### config.mk
export PLATFORM = sky130hd
export DESIGN_NAME = dial_cmd_sequencer
export DESIGN_NICKNAME = d
export VERILOG_FILES = /design/src/rtl/dial_cmd_sequencer.sv
export SDC_FILE = /design/constraint.sdc
export NUM_CORES = 1
export LEC_CHECK = 0
export CORE_ASPECT_RATIO = 0.5
export CORE_MARGIN = 2
export CORE_UTILIZATION = 36
export DETAILED_ROUTE_END_ITERATION = 10
export PLACE_DENSITY_LB_ADDON = 0.08
export SKIP_LAST_GASP = 1
export SLEW_MARGIN = 20
export SYNTH_ARGS = -nofsm -noshare
export SYNTH_HDL_FRONTEND = slang
export SYNTH_SLANG_ARGS = --single-unit
### constraint.sdc
create_clock -name clk -period 7.45 [get_ports clk]
set_clock_uncertainty 0.05 [all_clocks]
set_input_delay 1.1175 -clock clk [delete_from_list [all_inputs] [get_ports clk]]
set_output_delay 1.1175 -clock clk [all_outputs]
set_load 0.01 [all_outputs]
### src/rtl/dial_cmd_sequencer.sv
// Parses an ASCII stream of L<n>/R<n> rotation commands and issues each one
// as a single-cycle pulse to the dial datapath; reports count, completion and errors.
module dial_cmd_sequencer #(
    parameter int MAX_DIGITS = 10
) (
    input  logic        clk,
    input  logic        rst_n,
    input  logic        clear,
    input  logic        byte_valid,
    input  logic [7:0]  byte_data,
    input  logic        byte_last,
    output logic        byte_ready,
    output logic        dial_valid,
    output logic        dial_direction,
    output logic [31:0] dial_distance,
    output logic [31:0] cmd_count,
    output logic        done,
    output logic        error
);

    localparam int CW = $clog2(MAX_DIGITS + 1);

    typedef enum logic [2:0] {
        IDLE  = 3'd0,
        NUM   = 3'd1,
        ISSUE = 3'd2,
        DONE  = 3'd3,
        ERR   = 3'd4
    } state_t;

    state_t        state_q, state_d;
    logic [CW-1:0] digit_cnt_q, digit_cnt_d;
    logic [31:0]   acc_q, acc_d;
    logic          dir_q, dir_d;
    logic          last_q, last_d;
    logic          accept;
    logic          is_ws, is_digit, is_lr;
    logic [35:0]   acc_next;

    // Handshake: a byte transfers on a rising edge where byte_valid && byte_ready;
    // byte_ready never depends on byte_valid, and byte_data/byte_last are only
    // looked at on that transfer.
    assign byte_ready = !clear && (state_q == IDLE || state_q == NUM);
    assign accept     = byte_valid && byte_ready;

    assign is_ws    = (byte_data == 8'h20) || (byte_data == 8'h0D) || (byte_data == 8'h0A);
    assign is_digit = (byte_data >= 8'h30) && (byte_data <= 8'h39);
    assign is_lr    = (byte_data == 8'h4C) || (byte_data == 8'h52);
    // Upper bits of acc_next catch overflow past 32 bits.
    assign acc_next = ({4'd0, acc_q} * 36'd10) + {32'd0, byte_data[3:0]};

    always_comb begin
        state_d     = state_q;
        acc_d       = acc_q;
        digit_cnt_d = digit_cnt_q;
        dir_d       = dir_q;
        last_d      = last_q;
        case (state_q)
            IDLE: begin
                if (accept) begin
                    if (is_lr) begin
                        dir_d       = (byte_data == 8'h52);
                        acc_d       = '0;
                        digit_cnt_d = '0;
                        last_d      = 1'b0;
                        state_d     = byte_last ? ERR : NUM;
                    end else if (is_ws) begin
                        if (byte_last) state_d = DONE;
                    end else begin
                        state_d = ERR;
                    end
                end
            end
            NUM: begin
                if (accept) begin
                    if (is_digit) begin
                        if (acc_next[35:32] != 4'd0 || digit_cnt_q == CW'(MAX_DIGITS)) begin
                            state_d = ERR;
                        end else begin
                            acc_d       = acc_next[31:0];
                            digit_cnt_d = digit_cnt_q + CW'(1);
                            if (byte_last) begin
                                last_d  = 1'b1;
                                state_d = ISSUE;
                            end
                        end
                    end else if (is_ws) begin
                        if (digit_cnt_q == '0) begin
                            state_d = ERR;
                        end else begin
                            last_d  = byte_last;
                            state_d = ISSUE;
                        end
                    end else begin
                        state_d = ERR;
                    end
                end
            end
            ISSUE:   state_d = last_q ? DONE : IDLE;
            DONE:    state_d = DONE;
            ERR:     state_d = ERR;
            default: state_d = ERR;
        endcase
        if (clear) begin
            state_d     = IDLE;
            acc_d       = '0;
            digit_cnt_d = '0;
            last_d      = 1'b0;
        end
    end

    always_ff @(posedge clk or negedge rst_n) begin
        if (!rst_n) begin
            state_q        <= IDLE;
            acc_q          <= '0;
            digit_cnt_q    <= '0;
            dir_q          <= 1'b0;
            last_q         <= 1'b0;
            dial_direction <= 1'b0;
            dial_distance  <= '0;
            cmd_count      <= '0;
        end else begin
            state_q     <= state_d;
            acc_q       <= acc_d;
            digit_cnt_q <= digit_cnt_d;
            dir_q       <= dir_d;
            last_q      <= last_d;
            // Command outputs are captured on entry to ISSUE and held afterwards.
            if (state_q == NUM && state_d == ISSUE) begin
                dial_direction <= dir_q;
                dial_distance  <= acc_d;
            end
            if (clear)
                cmd_count <= '0;
            else if (state_q == ISSUE)
                cmd_count <= cmd_count + 32'd1;
        end
    end

    assign dial_valid = (state_q == ISSUE) && !clear;
    assign done       = (state_q == DONE);
    assign error      = (state_q == ERR);

endmodule

### Word level (Yosys, flattened, before mapping)

Index checks and enable logic that the tools add are counted.

| word-level totals | value |
|---|---|
| bits in registers | 106 |
| input bits | 13 |
| output and inout port bits | 69 |
| logic and storage cells | 93 |

| operators by class | value |
|---|---|
| $add $sub $neg | 3 |
| $mul | 1 |
| $lt $le $gt $ge | 2 |
| eq/ne operators | 20 |
| mux-type cells | 40 |
| reduce and logical (&&, ||, !) cells | 19 |

Operator list:

| operator | count |
|---|---|
| $mux 32 | 8 |
| $pmux 32 s2 | 1 |
| $add 36x4->36 | 1 |
| $mux 3 | 12 |
| $mul 32x3->35 const B | 1 |
| $add 32x1->32 const B | 1 |
| $mux 4 | 6 |
| $eq 8x4->1 const B | 2 |
| $eq 8x7->1 const B | 2 |
| $ne 4x4->1 const B | 4 |
| $ne 3x3->1 const B | 5 |
| $pmux 3 s4 | 1 |
| $eq 3x2->1 const B | 3 |
| $mux 1 | 9 |
| $eq 8x6->1 const B | 1 |
| $ge 8x6->1 const B | 1 |
| $le 8x6->1 const B | 1 |
| $pmux 4 s2 | 1 |
| $reduce_and 8->1 | 1 |
| $reduce_and 6->1 | 1 |
| $logic_and 1x1->1 | 5 |
| $logic_or 1x1->1 | 5 |
| $add 4x1->4 const B | 1 |
| $eq 4x4->1 const B | 1 |
| 11 further kinds | 11 |

### Logic depth before layout (Yosys ltp)

Gate-level depths: netlist of run 1.

| depth | value |
|---|---|
| depth in word-level cells | 11 |
| mapped depth | 20 |
| gate-level depth less buffers | 16 |

### Worst setup path after synthesis of run 1

No wires, ideal clock.

| timing path | value |
|---|---|
| kind | register to register |
| start | register acc_q[1] |
| end | register dial_direction |
| library setup time | 0.127 ns |
| data arrival time | 5.037 ns |
| required time | 7.273 ns |
| slack | 2.235 ns |
| stages on the path, launching flop included | 20 |
| path buffers | 3 |
| period minus slack after synthesis | 5.215 ns |
| path through | dfrtp_1 > ha_1 > ha_1 > inv_1 > fa_1 > and2b_4 > o2111a_1 > o21ai_0 > a211oi_1 > nand3_2 > or4_1 > buf_2 > or4_4 > nor4_4 > o21ai_0 > or4_1 > nand2b_1 > buf_4 > buf_6 > mux2_1 |

| on the way | value |
|---|---|
| cells in the longest elaborated chain, start to end | 11 |

RTL lines:

| item | RTL line | RTL |
|---|---|---|
| from (decl) | 33 | `logic [31:0] acc_q, acc_d;` |
| from (signal assigned) | 115 | `acc_q <= '0;` |
| from (signal assigned) | 124 | `acc_q <= acc_d;` |
| $mul 32x3->35 | 50 | `assign acc_next = ({4'd0, acc_q} * 36'd10) + {32'd0, byte_data[3:0]};` |
| $add 36x4->36 | 50 |  |
| $reduce_bool 4->1 | 77 | `if (acc_next[35:32] != 4'd0 \|\| digit_cnt_q == CW'(MAX_DIGITS)) begin` |
| $logic_or 1x1->1 | 77 |  |
| $mux 3 | 77 |  |
| $mux 3 | 76 | `if (is_digit) begin` |
| $mux 3 | 75 | `if (accept) begin` |
| $pmux 3 s4 | 58 | `case (state_q)` |
| $mux 3 | 104 | `if (clear) begin` |
| $eq 3x2->1 | 129 | `if (state_q == NUM && state_d == ISSUE) begin` |
| $logic_and 1x1->1 | 129 |  |
| to (signal assigned) | 130 | `dial_direction <= dir_q;` |
| to (decl) | 14 | `output logic dial_direction,` |

No other way between the ends.
A chain may end at the register's enable or synchronous reset.

### Worst setup path after layout of run 1

| timing path | value |
|---|---|
| start | register acc_q[9] |
| end | register dial_distance[23] |

| on the way | value |
|---|---|
| cells in the longest elaborated chain, start to end | 11 |
| elaborated cells between the ends (all ways) | 16 |
| classes of those cells | add/sub (1); mul (1); eq/ne (1); mux (10); reduce/logical (3) |

RTL lines:

| item | RTL line | RTL |
|---|---|---|
| $mul 32x3->35 * | 50 |  |
| $add 36x4->36 * | 50 |  |
| $reduce_bool 4->1 | 77 |  |
| $logic_or 1x1->1 | 77 |  |
| $mux 3 | 77 |  |
| $mux 3 | 76 |  |
| $mux 3 | 75 |  |
| $pmux 3 s4 | 58 |  |
| $mux 3 | 104 |  |
| $eq 3x2->1 | 129 |  |
| $logic_and 1x1->1 | 129 |  |
| to (signal assigned) | 120 | `dial_distance <= '0;` |
| to (signal assigned) | 131 | `dial_distance <= acc_d;` |
| to (decl) | 15 | `output logic [31:0] dial_distance,` |

Mark *: on every way between the ends. The rest lies on a longest branch, timed or not.

==> flow_metrics.py, run 1 <==
metrics = {
    "status": {
        "status": "finished clean",
    },
    "clocking": {
        "htreeDepth": 3,
        "clockBufferDepth": 2,
        "cts_tree": "done",
        "clk_latency_ns": 0.38,
        "cts_root_buf": "clkbuf_16",
        "cts-resized-gates": 0,
        "cts_made_buffers": 9,
        "postCtsHoldBufs": 0,
        "clk_pin_slew_worst_paths_ns": 0.07,
        "clock_sinks": 106,
        "post_cts_buffers": 0,
    },
    "routing": {
        "via_per_inst": 5.73,
        "avgRoutedWirePerCell_um": 19.7,
        "ant_nets": 0,
        "drc_errors": 0,
        "drt_first_pass_iters": 5,
        "num_vias": 7654,
        "totalWireLength_um": 26400,
        "dr.first_iter.drc_count": 586,
    },
    "yosys": {
        "ys.flop_type": "dfrtp_1",
        "netlist.area_leader.share_pct": 31.3,
        "yosys.cell_types.count": 84,
        "async_flop_share_pct": 100,
        "synth_cells": 967,
        "avgSynthCellArea_sq_um": 8.76,
        "ys_warn_count": 0,
        "yosysTopAreaCell": "dfrtp_1",
        "syn_nets": 1049,
        "synth-seq-cells": 106,
        "syn_area_sq_mm": 0.00847,
        "synth_seq_area_share_pct": 31.3,
        "synth_area_leaders": "dfrtp_1 31%, ha_1 9.9%, xor2_1 4.2%, nand2_1 3.9%, nor2_1 3.5%",
        "synth_edf_count": 0,
    },
    "global_routing": {
        "grt_max_degree": 62,
        "grt_usage_pct": 21.7,
        "grt-ovfl-total": 0,
        "grt_pass1_wl_um": 42200,
        "antenna_found_initial": 0,
        "grt_pass1_vias": 7353,
    },
    "timing": {
        "slew_headroom_pct": 26.7,
        "max_slew.worst_pin.slew_ns": 1.10,
        "max_freq_mhz": 158,
        "setup_tns_ns": 0,
        "layout_min_cycle_time_ns": 6.32,
        "setup_viol": 0,
        "slew_viol_final": 0,
        "hold_violations": 0,
        "rsz0062_at_grt": "no",
        "period_share_pct": 84.8,
        "holdWs_ns": 0.436,
    },
    "critical_path": {
        "worstRegToRegCells": 15,
        "crit_required_ns": 7.70,
        "cp-start-kind": "flip-flop",
        "arrival_ns": 6.57,
        "crit_cells": 15,
        "critPathCaptureType": "flip-flop",
        "cp_slowest_cell": "or4_1",
        "critical_path_class": "reg -> reg",
        "critPathMaxStageDelay_ns": 0.68,
        "crit_fanout": 23,
        "cp_num_buf_inv": 1,
        "cp_top_family": "simple AND/OR/NAND/NOR gates",
        "crit_chain": "ha_1 > ha_1 > a21oi_1 > o21ai_0 > a211oi_1 > xnor2_1 > nand3_2 > or4_1 > or4_4 > nor4_4 > o21ai_0 > or4_1 > nand2b_2 > buf_4 > mux2i_1",
    },
    "power": {
        "switching_power_mw": 0.287,
        "internal_power_mw": 0.835,
        "p_leak_nw": 4.29,
        "combPwrFrac_pct": 5.2,
        "p_sw_share_pct": 25.5,
        "p_clk_share_pct": 43.0,
        "power.density_mw_per_mm2": 114,
        "power.share.sequential_pct": 51.8,
        "ir_drop_mv": 0.136,
    },
    "layout": {
        "num_antenna_cells": 0,
        "final_area_sq_mm": 0.00983,
        "fin_nets": 1106,
        "area_growth_pct": 16.1,
        "drive_gt1_share_pct": 7.00,
    },
    "floorplanning": {
        "io_pins": 82,
        "rows": 39,
        "fp.coreArea_sq_mm": 0.0229,
        "start_util_pct": 36.9,
        "die_area_sq_mm": 0.0248,
        "dieWidth_um": 221,
        "die_h_um": 112,
    },
    "worst_hold_path": {
        "hold_path_class": "reg -> reg",
        "whs_path_depth": 1,
    },
    "placement": {
        "hpwl_um": 19300,
        "placed_cell_area_sq_mm": 0.00954,
        "gp_congestion": 0.900,
        "io_buffers": 81,
    },
    "job": {
        "cap_violations": 0,
    },
}
[state kept, by name, indices dropped and copies added, names as in the netlist]
signal          cells
acc_q              32
cmd_count          32
state_q             3
dial_direction      1
dir_q               1
last_q              1
digit_cnt_q         4
dial_distance      32
[path summary, 6_finish.rpt]
path | slack (ns) | to | from
worst max register to register | 1.13 | dial_distance[23]$_DFFE_PN0P_ | acc_q[9]$_DFF_PN0_
max in group asynchronous | 5.38 | acc_q[16]$_DFF_PN0_ | rst_n
worst max-delay path | 1.13 | dial_distance[23]$_DFFE_PN0P_ | acc_q[9]$_DFF_PN0_
worst min-delay path | 0.44 | dial_direction$_DFFE_PN0P_ | dial_direction$_DFFE_PN0P_
min in group asynchronous | 0.69 | dir_q$_DFFE_PN0P_ | rst_n
worst min register to register | 0.44 | dial_direction$_DFFE_PN0P_ | dial_direction$_DFFE_PN0P_
[synthesized netlist by cell type (all sizes together), types with 9 or more instances]
master / count
o21a: 10
buf: 18
inv: 29
a31oi: 21
mux2i: 26
nand2: 89
xnor2: 32
a211oi: 9
o21ai: 47
or3: 9
clkbuf: 27
and3: 10
mux2: 21
dfrtp: 106
nor3: 33
xor2: 41
or4: 11
and4: 12
a21oi: 57
nand4: 27
a21o: 17
ha: 67
nand3: 59
nor2: 80
[power groups by stage]
stage          Clock, mW  Combinational (mW)  Sequential, mW
2_1_floorplan          0              0.0247           0.591
3_3_place_gp           0              0.0584           0.593
3_5_place_dp           0              0.0590           0.593
4_1_cts            0.504              0.0593           0.581
5_1_grt            0.524              0.0653           0.582
6_report           0.483              0.0582           0.581
[through the flow]
stage	power (mW)	utilization, %	worst slack (ns)	std cells
finish	1.12	42.9	1.13	1336
CTS	1.14	42.9	1.19	1336
detailed placement	0.652	41.6	1.26	1320
global placement	0.651	41.6	1.36	1320
floorplan	0.616	-	2.24	967
global route	1.17	42.9	0.761	1336
[worst register-to-register path, stage by stage, from the launching register on]
cell and delay, ns:
dfrtp_1 0.47, ha_1 0.31, ha_1 0.41, a21oi_1 0.37, o21ai_0 0.25, a211oi_1 0.62
xnor2_1 0.25, nand3_2 0.16, or4_1 0.68, or4_4 0.52, nor4_4 0.34, o21ai_0 0.23
or4_1 0.47, nand2b_2 0.60, buf_4 0.31, mux2i_1 0.20
[placed cells by master (no fill, tap or decap), drive strengths merged, types with 26 or more instances in the layout]
master / count
clkdlybuf4s50: 79
nand4: 27
nor2: 80
inv: 30
o21ai: 47
dfrtp: 106
ha: 67
nand2: 89
xor2: 41
mux2i: 26
xnor2: 32
a21oi: 57
nor3: 33
nand3: 59
[final cells by class]
class	count	area (sq um)
inverters	29	109
clock buffers	10	239
multi-input cells	787	5520
well taps	307	384
fillers	2292	13100
clock inverters	6	51.3
repair buffers	91	878
flip-flops and latches	106	2650
[layer usage]
metal  track usage (%)  part of all wire, %  up-vias  routed length (um)
met1              33.2                   51     3724               13600
met5                 0                    0        -                   0
met3              5.29                  6.9       32                1820
met2              30.0                   40      206               10600
li1                  -                    -     3692                   -
met4              5.37                  1.6        0                 412
[logic make-up after synthesis]
| kind of cell | count (synthesis) | synth area share (%) |
|---|---|---|
| AOI/OAI and AO/OA | 230 | 18.6 |
| xor gates and xnor gates | 73 | 7.55 |
| buffers and inverters | 74 | 3.94 |
| and+or+nand+nor | 368 | 22.2 |
| DFF | 106 | 31.3 |
| muxes | 47 | 5.95 |
| adders and majority gates | 69 | 10.4 |
No activity file was read; power rests on OpenSTA's default activity.
==> inputs of run 2 (changes only) <==
- clock period: 7.45 -> 5.35 ns (I/O delays scaled with it)
==> run 2 against run 1 <==
  * Flip-flop and latch count unchanged
  * Largest cell class unchanged
  * Worst setup slack got worse by 0.99 ns
  * Critical path depth increased by 1
  * Cell count increased by 4.0%
  * Total power increased by 42%
  * Largest power group unchanged
==> flow_metrics.py, run 2 (synthesis gave the netlist of run 1 again) <==
metrics = {
    "status": {
        "status": "finished clean",
    },
    "floorplanning": {
        "fp.coreArea_sq_mm": 0.0229,
        "io_pins": 82,
        "start_util_pct": 36.9,
        "die_area_sq_mm": 0.0248,
        "die_h_um": 112,
        "dieWidth_um": 221,
        "rows": 39,
    },
    "power": {
        "ir_drop_mv": 0.204,
        "p_leak_nw": 4.58,
        "power.density_mw_per_mm2": 152,
    },
    "clocking": {
        "cts_made_buffers": 9,
        "clk_pin_slew_worst_paths_ns": 0.07,
        "clock_sinks": 106,
        "postCtsHoldBufs": 0,
        "clk_latency_ns": 0.38,
        "htreeDepth": 3,
        "cts_tree": "done",
        "cts_root_buf": "clkbuf_16",
        "clockBufferDepth": 2,
    },
    "layout": {
        "regArea_sq_mm": 0.00265,
        "drive_gt1_share_pct": 14.5,
        "final_area_sq_mm": 0.0105,
        "top_regs": "acc_q x32, cmd_count x32, dial_distance x32",
        "final_util_pct": 45.7,
        "multi_input_area_sq_mm": 0.00569,
        "fin_nets": 1159,
        "final_cell_mix": "106 x dfrtp_1, 89 x nand2_1, 79 x clkdlybuf4s50_1, 78 x nor2_1, 62 x ha_1",
        "num_antenna_cells": 0,
        "final_common_cell": "dfrtp_1",
        "fillCellCount": 2271,
        "area_growth_pct": 23.6,
    },
    "global_routing": {
        "antenna_found_initial": 0,
        "grt-ovfl-total": 0,
        "grt_pass1_wl_um": 43300,
        "grt_pass1_vias": 7655,
        "grt_max_degree": 57,
        "grt_usage_pct": 22.2,
    },
    "critical_path": {
        "cp_slowest_cell": "or4_4",
        "crit_chain": "ha_1 > ha_2 > inv_1 > fa_2 > and2b_4 > o2111a_1 > o21ai_1 > a211oi_2 > nand3_2 > or4_4 > or4_4 > nor4_4 > o211ai_2 > or3_4 > mux2_4 > mux2_4",
        "arrival_ns": 5.42,
        "crit_fanout": 7,
        "critPathMaxStageDelay_ns": 0.59,
        "cp_num_buf_inv": 1,
        "critPathCaptureType": "flip-flop",
        "crit_required_ns": 5.57,
        "critical_path_class": "reg -> reg",
        "cp-start-kind": "flip-flop",
        "cp_top_family": "simple AND/OR/NAND/NOR gates",
    },
    "placement": {
        "io_buffers": 81,
        "dp_slack_ns": 0.0740,
        "placed_cell_area_sq_mm": 0.00992,
        "gp_congestion": 0.890,
        "hpwl_um": 20300,
    },
    "routing": {
        "ant_nets": 0,
        "drc_errors": 0,
        "dr.first_iter.drc_count": 506,
        "drt_first_pass_iters": 5,
        "num_vias": 7990,
        "via_per_inst": 5.75,
        "totalWireLength_um": 27400,
        "avgRoutedWirePerCell_um": 19.7,
    },
    "timing": {
        "setup_viol": 0,
        "max_slew.worst_pin.slew_ns": 0.819,
        "hold_violations": 0,
        "slew_viol_final": 0,
        "layout_setup_ws_ns": 0.148,
        "slew_headroom_pct": 45.3,
        "layout_min_cycle_time_ns": 5.20,
        "max_freq_mhz": 192,
        "period_share_pct": 97.2,
        "setup_tns_ns": 0,
        "rsz0062_at_grt": "no",
    },
    "job": {
        "cap_violations": 0,
    },
    "worst_hold_path": {
        "hold_path_class": "in -> async",
    },
}
run 2: routing by layer:
metal  track usage (%)  part of all wire, %  vias up
met2              31.2                   41      207
met4              4.25                  1.0        0
met3              5.24                  5.9       23
met1              34.1                   52     3965
met5                 0                    0        -
li1                  -                    -     3795
run 2: where the power goes:
part	leakage (nW)	switching (mW)	total, mW	internal [mW]
clock network	0.150	0.338	0.696	0.358
registers	1.42	0.00509	0.809	0.804
logic	3.01	0.0549	0.0827	0.0278
total	4.58	0.398	1.59	1.19
run 2: area by class of cell:
type	count	share of cell area, %
clock buffers	12	2.55
clock inverters	4	0.299
inverters	29	1.04
multi-input cells	787	54.3
flip-flops and latches	106	25.3
well taps	307	3.67
repair buffers	144	12.8
run 2: worst paths after layout:
path / startpoint / end / slack (ns) / cells after the start
max in group asynchronous: rst_n / acc_q[16]$_DFF_PN0_ / 3.64 / 2
min in group clk: last_q$_DFFE_PN0P_ / last_q$_DFFE_PN0P_ / 0.44 / 1
worst min register to register: last_q$_DFFE_PN0P_ / last_q$_DFFE_PN0P_ / 0.44 / 1
worst max register to register: acc_q[3]$_DFF_PN0_ / dial_distance[2]$_DFFE_PN0P_ / 0.15 / 16
worst max-delay path: acc_q[3]$_DFF_PN0_ / dial_distance[2]$_DFFE_PN0P_ / 0.15 / 16
worst min-delay path: rst_n / cmd_count[19]$_DFFE_PN0P_ / 0.40 / 1
run 2: per-stage QoR:
| stage | total power, mW | instances | hold slack (ns) |
|---|---|---|---|
| 2_1_floorplan | 0.858 | 967 | 0.400 |
| 3_3_place_gp | 0.908 | 1364 | 0.417 |
| 3_5_place_dp | 0.909 | 1364 | 0.427 |
| 4_1_cts | 1.62 | 1380 | 0.421 |
| 5_1_grt | 1.65 | 1389 | 0.460 |
| 6_report | 1.59 | 1389 | 0.403 |
run 2: repair_timing:
item	CTS	global route
buffers inserted	0	9
resized for setup	0	46
endpoints found under the setup margin	0	68
run 2: worst reg2reg max path, delay by kind of cell, from the launching register on:
| kind | cells | cell delay (ns) |
|---|---|---|
| AOI/OAI and AO/OA | 4 | 0.79 |
| buffers and inverters | 1 | 0.06 |
| DFF | 1 | 0.43 |
| adders and majority gates | 3 | 0.87 |
| muxes | 2 | 0.58 |
| and+or+nand+nor | 6 | 2.33 |
